--- src/rtl/pipe_pkg.sv ---
// Shared constants and helpers for the pipeline stage sequencer.
package pipe_pkg;

    localparam int PIPE_MAX_STAGES = 16;

    // Bits needed to count 0..stages valid stages.
    function automatic int pipe_cnt_w(input int stages);
        return (stages < 1) ? 1 : $clog2(stages + 1);
    endfunction

endpackage

--- src/rtl/pipe_stage_cell.sv ---
// One stage of the valid chain: holds a valid bit, forms its advance
// term from the stage ahead, and gates the datapath load enable.
module pipe_stage_cell (
    input  logic clk,
    input  logic rst_n,
    input  logic src,
    input  logic adv_next,
    input  logic flush,
    output logic v,
    output logic adv,
    output logic en
);

    // An empty stage can always take a beat, which closes bubbles.
    assign adv = !v | adv_next;
    assign en  = adv & src & !flush;

    always_ff @(posedge clk) begin
        if (!rst_n || flush) begin
            v <= 1'b0;
        end else if (adv) begin
            v <= src;
        end
    end

endmodule

--- src/rtl/pipe_stage_ctrl.sv ---
// Sequencer for a chain of enable-gated datapath registers: valid
// tracking, bubble collapse, backpressure, flush and occupancy.
module pipe_stage_ctrl
    import pipe_pkg::*;
#(
    parameter int STAGES = 4,
    parameter int CNT_W  = pipe_cnt_w(STAGES)
) (
    input  logic              clk,
    input  logic              rst_n,
    input  logic              in_valid,
    output logic              in_ready,
    output logic              out_valid,
    input  logic              out_ready,
    input  logic              flush,
    output logic [STAGES-1:0] stage_en,
    output logic [STAGES-1:0] stage_valid,
    output logic [CNT_W-1:0]  occupancy,
    output logic              idle
);

    if (STAGES < 1 || STAGES > PIPE_MAX_STAGES) begin : g_bad_stages
        $error("pipe_stage_ctrl: STAGES out of range");
    end

    // Reset and flush both discard everything and block handshakes.
    logic kill;
    assign kill = flush | !rst_n;

    logic [STAGES-1:0] adv;
    logic [STAGES-1:0] adv_nx;
    logic [STAGES-1:0] src;

    for (genvar i = 0; i < STAGES; i++) begin : g_cell
        if (i == STAGES - 1) begin : g_last
            assign adv_nx[i] = out_ready;
        end else begin : g_mid
            assign adv_nx[i] = adv[i+1];
        end

        if (i == 0) begin : g_first
            assign src[i] = in_valid;
        end else begin : g_rest
            assign src[i] = stage_valid[i-1];
        end

        pipe_stage_cell u_cell (
            .clk      (clk),
            .rst_n    (rst_n),
            .src      (src[i]),
            .adv_next (adv_nx[i]),
            .flush    (kill),
            .v        (stage_valid[i]),
            .adv      (adv[i]),
            .en       (stage_en[i])
        );
    end

    assign in_ready  = adv[0] & !kill;
    assign out_valid = stage_valid[STAGES-1] & !kill;

    logic in_fire;
    logic out_fire;
    assign in_fire  = in_valid & in_ready;
    assign out_fire = out_valid & out_ready;

    always_ff @(posedge clk) begin
        if (kill) begin
            occupancy <= '0;
        end else begin
            occupancy <= occupancy + CNT_W'(in_fire) - CNT_W'(out_fire);
        end
    end

    assign idle = !rst_n | (occupancy == '0);

endmodule

--- config.mk ---
export PLATFORM = sky130hd
export DESIGN_NAME = pipe_stage_ctrl
export DESIGN_NICKNAME = d
export VERILOG_FILES = /design/src/rtl/pipe_pkg.sv /design/src/rtl/pipe_stage_cell.sv /design/src/rtl/pipe_stage_ctrl.sv
export SDC_FILE = /design/constraint.sdc
export NUM_CORES = 1
export LEC_CHECK = 0
export BUFFER_PORTS_ARGS = -buffer_cell sky130_fd_sc_hd__buf_4
export CORE_MARGIN = 1
export CORE_UTILIZATION = 30
export CTS_CLUSTER_DIAMETER = 30
export DETAILED_ROUTE_END_ITERATION = 12
export PLACE_DENSITY = 0.51
export SETUP_SLACK_MARGIN = 0.15
export SLEW_MARGIN = 20
export SYNTH_ARGS = -nofsm -noshare
export SYNTH_HDL_FRONTEND = slang
export SYNTH_HIERARCHICAL = 1
export SYNTH_SLANG_ARGS = --single-unit
--- constraint.sdc ---
create_clock -name clk -period 2.89 [get_ports clk]
set_input_delay 0.289 -clock clk [delete_from_list [all_inputs] [get_ports clk]]
set_output_delay 0.289 -clock clk [all_outputs]
set_load 0.02 [all_outputs]
=== After elaboration in Yosys (flattened, before gate mapping) ===
Index checks and enable logic that the tools add are counted.

* Register bits after elaboration: 7
* Input bits: 5
* Word-level logic and storage cells: 33

* Add/sub/neg operators: 2
* Bitwise logic cells: 18
* Reduce and logical (&&, ||, !) cells: 8

{| class="wikitable"
|+ Operators by type and width
! operator !! count
|-
| bitwise AND 1 bit || 12
|-
| zero test 1 bit || 6
|-
| OR 1 bit || 6
|-
| adder 3 x 1 -> 3 bit || 1
|-
| zero test 3 bit || 1
|-
| subtractor 3 x 1 -> 3 bit || 1
|-
| logical OR 1 bit || 1
|}

=== Depth between registers and ports, before layout ===
* Depth after elaboration: 9
* Gate-level depth with buffers: 12
* Gate-level depth less buffers: 12

=== By module ===
Netlist, hierarchy kept.

{| class="wikitable"
|+ By module, submodules not included
! module !! instances !! cells each !! area an instance (um2)
|-
| pipe_stage_cell || 4 || 6 || 60.1
|-
| pipe_stage_ctrl || 1 || 19 || 191.4
|}

=== Least setup slack after synthesis ===
Ideal clock, no wire load.

* Kind: register -> register
* Start: reg g_cell[3].u_cell.v
* End: reg occupancy[2]
* Setup time: 0.125 ns
* Data arrival time: 2.223 ns
* Data required time: 2.765 ns
* Path slack: 0.542 ns
* Stages on the path, launching flop included: 13
* Buffers on the path: 0
* Clock period less this slack: 2.348 ns
* Cell sequence: dfxtp_1 nand2b_2 nand2b_2 nand2b_2 nand2b_2 nand3_1 ha_1 inv_1 ha_1 inv_1 fa_1 xnor3_1 nor2_1

* Cells in the longest elaborated chain, start to end: 9

{| class="wikitable"
|+ Ends and longest elaborated chain
! element !! line !! text
|-
| from (decl) || pipe_stage_cell.sv:9 || <nowiki>output logic v,</nowiki>
|-
| from (signal assigned) || pipe_stage_cell.sv:22 || <nowiki>v <= src;</nowiki>
|-
| zero test 1 bit || pipe_stage_cell.sv:15 || <nowiki>assign adv = !v | adv_next;</nowiki>
|-
| OR 1 bit || pipe_stage_cell.sv:15 ||
|-
| named net adv[3] || pipe_stage_ctrl.sv:30 || <nowiki>logic [STAGES-1:0] adv;</nowiki>
|-
| OR 1 bit || pipe_stage_cell.sv:15 ||
|-
| named net adv[2] || pipe_stage_ctrl.sv:30 ||
|-
| OR 1 bit || pipe_stage_cell.sv:15 ||
|-
| named net adv[1] || pipe_stage_ctrl.sv:30 ||
|-
| OR 1 bit || pipe_stage_cell.sv:15 ||
|-
| named net adv[0] || pipe_stage_ctrl.sv:30 ||
|-
| bitwise AND 1 bit || pipe_stage_ctrl.sv:59 || <nowiki>assign in_ready = adv[0] & !kill;</nowiki>
|-
| bitwise AND 1 bit || pipe_stage_ctrl.sv:64 || <nowiki>assign in_fire = in_valid & in_ready;</nowiki>
|-
| adder 3 x 1 -> 3 bit || pipe_stage_ctrl.sv:71 || <nowiki>occupancy <= occupancy + CNT_W'(in_fire) - CNT_W'(out_fire);</nowiki>
|-
| subtractor 3 x 1 -> 3 bit || pipe_stage_ctrl.sv:71 ||
|-
| to (signal assigned) || pipe_stage_ctrl.sv:71 ||
|-
| to (decl) || pipe_stage_ctrl.sv:18 || <nowiki>output logic [CNT_W-1:0] occupancy,</nowiki>
|}

The timed path passes the listed nets, and every way through them passes these cells.
A chain may end at the register's enable or synchronous reset.

=== Worst setup path after layout ===
Same ends and word-level chain as after synthesis.

==> summary.txt <==
Worst setup path
  – CP endpoint kind: register
  – Top cell by count, worst path: nand2b_2
  – Setup CP Type: reg2reg
  – Max incr delay on CP: 370 ps
  – Slowest CP cell: dfxtp_1
  – R2R setup slack: 550 ps
  – Crit path arrival time: 2470 ps
  – Critical Path RT: 3020 ps
  – Capturing point of the worst reg2reg path: occupancy[2]
  – CP top delay family: simple AND/OR/NAND/NOR gates
  – CP max FO: 4
  – RR Startpoint: g_cell[3].u_cell/v
  – CP Launch Type: register
  – Cell Chain, Critical Path: nand2b_2 -> nand2b_2 -> nand2b_2 -> nand2b_2 -> nand3_1 -> ha_1 -> inv_1 -> ha_1 -> inv_1 -> fa_1 -> xnor3_1 -> nor2_1
  – R2R cell count: 12
  – Critical path buffers and inverters: 2

Global routing
  – Antenna violations before repair: 0
  – Total track usage: 12.34%
  – Largest net degree at the start of global routing: 11
  – First-pass GRT wire length: 1228 um
  – Global route overflow: 0
  – Vias in the first global route: 269

Logic synthesis
  – Synth top area share: 32.46%
  – Synth Flop Type: dfxtp_1
  – Xor/xnor cell area share of the yosys netlist: 5.217%
  – Post-synth EDFFs: 0
  – Syn Inst Count: 43
  – Post-synthesis area per instance: 10.04 um^2
  – Simple logic cell fraction of the synthesized area: 35.94%
  – Async S/R FF share, synth: 0%
  – Post-Syn Area: 431.7 um^2
  – Largest family of logic cells by synthesized area: simple AND/OR/NAND/NOR gates
  – Ranking of synthesized cells by area: dfxtp_1 32%, nor3b_2 12%, a21oi_2 8.1%
  – Ys Warns: 6
  – Sequential fraction of the synthesis area: 32.46%
  – Largest area contributor in the netlist: dfxtp_1
  – Multiplexer area fraction after synthesis: 0%
  – Adder-Cell Fraction of Synth Area: 10.43%
  – Flops & latches, synth: 7
  – Top cells by count, synth: 7 x dfxtp_1, 7 x inv_1
  – Synth Area in Compound Gates: 9.855%
  – Library cells used by synthesis: 15
  – Syn Nets: 51

STA
  – Maximum clock frequency: 426.8 MHz
  – Fin Hold WS: 320.4 ps
  – Post-layout min period: 2343 ps
  – RSZ-0062 raised after global routing: false
  – Setup total negative slack: 0 ps
  – Final Max Tran Viols: 0
  – Tcrit/Tclk final: 81.06%
  – Setup violations, final: 0
  – Worst slew margin: 76.45%
  – Worst Skew: 2.020 ps
  – Worst-Margin Slew: 352.9 ps
  – Final hold vios: 0

Clock network
  – CTS clk-pin slew, worst paths: 50 ps
  – Clk buf depth: 2
  – Post-CTS setup buffers: 0
  – Clk_lat worst skew: 250 ps
  – Clock root cell: clkbuf_4
  – CTS resizes: 0
  – CTS tree: built
  – Clock sink count: 7
  – Cts hold-fix bufs: 0
  – H-tree Lvls: 1
  – Num CTS Buffers: 3

Drt
  – Final ANT Viol Nets: 0
  – DRT Pass-1 Iters: 2
  – Via Count: 353
  – Routed len/inst: 10.31 um
  – Residual DRC: 0
  – DRT iter0 DRCs: 2
  – Vias per cell: 4.413
  – Routed wire length: 825 um

Final layout
  – Layout cell share with drive strength beyond 1: 50.77%
  – Area delta synth->final: 41.74%
  – Nets: 74
  – Area of the multi-input gates: 265.3 um^2
  – Ant. Diodes: 0
  – FILL cells: 142
  – FF+latch area: 140.1 um^2

Min path
  – Hold Crit Start: in_valid
  – HP Class: in2reg
  – Hold Path Sink: g_cell[0].u_cell/v
  – Hold path depth: 3

Pwr
  – Design Power: 0.2100 mW
  – Leak: 0.2752 nW
  – VDD IR max: 0.1468 mV
  – PD cells: 343.3 mW/mm^2

Floorplan
  – Die area: 0.001594 mm^2
  – Die Y: 39.93 um
  – Initial Util: 32.76%
  – # rows: 13
  – Die W: 39.93 um
  – I/O pin total: 19
  – Core area: 0.001318 mm^2

Placed design
  – DPL Wire Length: 641.8 um
  – Number of I/O port buffers: 18
  – Gpl congestion: 0.6431

Status
  – Status: complete, no violations

Job
  – Total of max-cap violations: 0
==> metal layers <==
layer | GRT usage [%] | part of all wire, % | vias up
met5 | 0 | 0 | -
met4 | 10.34 | 0 | 0
met3 | 3.333 | 8.1 | 0
met2 | 14.52 | 42 | 11
met1 | 17.87 | 50 | 158
li1 | - | - | 184
==> stage by stage <==
stage	utilization (%)	area [um^2]	setup slack [ps]	instances
after floorplan	-	431.7	541.9	43
after global placement	44.44	585.6	417.5	76
after detailed placement	44.44	585.6	401.9	76
after CTS	46.44	611.8	517.6	80
after global routing	46.44	611.8	409.3	80
final	46.44	611.8	547.2	80
==> final cells by class <==
type	instances	share of cell area, %
well taps	15	3.067
multi-input cells	29	43.35
inverters	7	4.294
flip-flops and latches	7	22.90
repair buffers	18	22.09
clock buffers	4	4.294
==> worst max-delay path by stage <==
| stage | start | to | cells past startpoint |
|---|---|---|---|
| floorplan | g_cell[3].u_cell/v | occupancy[2] | 12 |
| finish | g_cell[3].u_cell/v | occupancy[2] | 12 |
| detailed placement | out_ready | occupancy[2] | 13 |
| CTS | g_cell[3].u_cell/v | occupancy[2] | 12 |
| global placement | out_ready | occupancy[2] | 13 |
| global route | g_cell[3].u_cell/v | occupancy[2] | 12 |
==> cells by family (layout without fill, tap and decap cells) <==
kind of cell	after synthesis	after routing
and+or+nand+nor	20	20
DFF	7	7
buffers and inverters	7	29
AOI/OAI and AO/OA	5	5
adders and majority gates	3	3
xor gates and xnor gates	1	1
==> state kept, by name, summed over array words and instances (netlist names) <==
name,cells
occupancy,3
g_cell.u_cell/v,4
==> power breakdown <==
part / switching (mW) / internal (mW) / leakage, nW
sequential: 0.000739 / 0.0975 / 0.0565
combinational: 0.0127 / 0.0109 / 0.204
clock: 0.0356 / 0.0527 / 0.0150
==> worst min-delay path: cells and delay by family <==
kind | cells | cell delay (ps)
AO/OA/AOI/OAI | 1 | 100
buffers and inverters | 2 | 130
==> cells in the final DEF (no fill, tap or decap), types with 3 or more instances in the layout <==
| cell | count |
|---|---|
| clkbuf_4 | 3 |
| inv_1 | 7 |
| nor3b_2 | 4 |
| dfxtp_1 | 7 |
| buf_4 | 18 |
| nand2b_2 | 4 |
| and2_1 | 3 |
| a21oi_2 | 4 |
| nand2b_1 | 4 |
No activity file was read; power rests on OpenSTA's default activity.
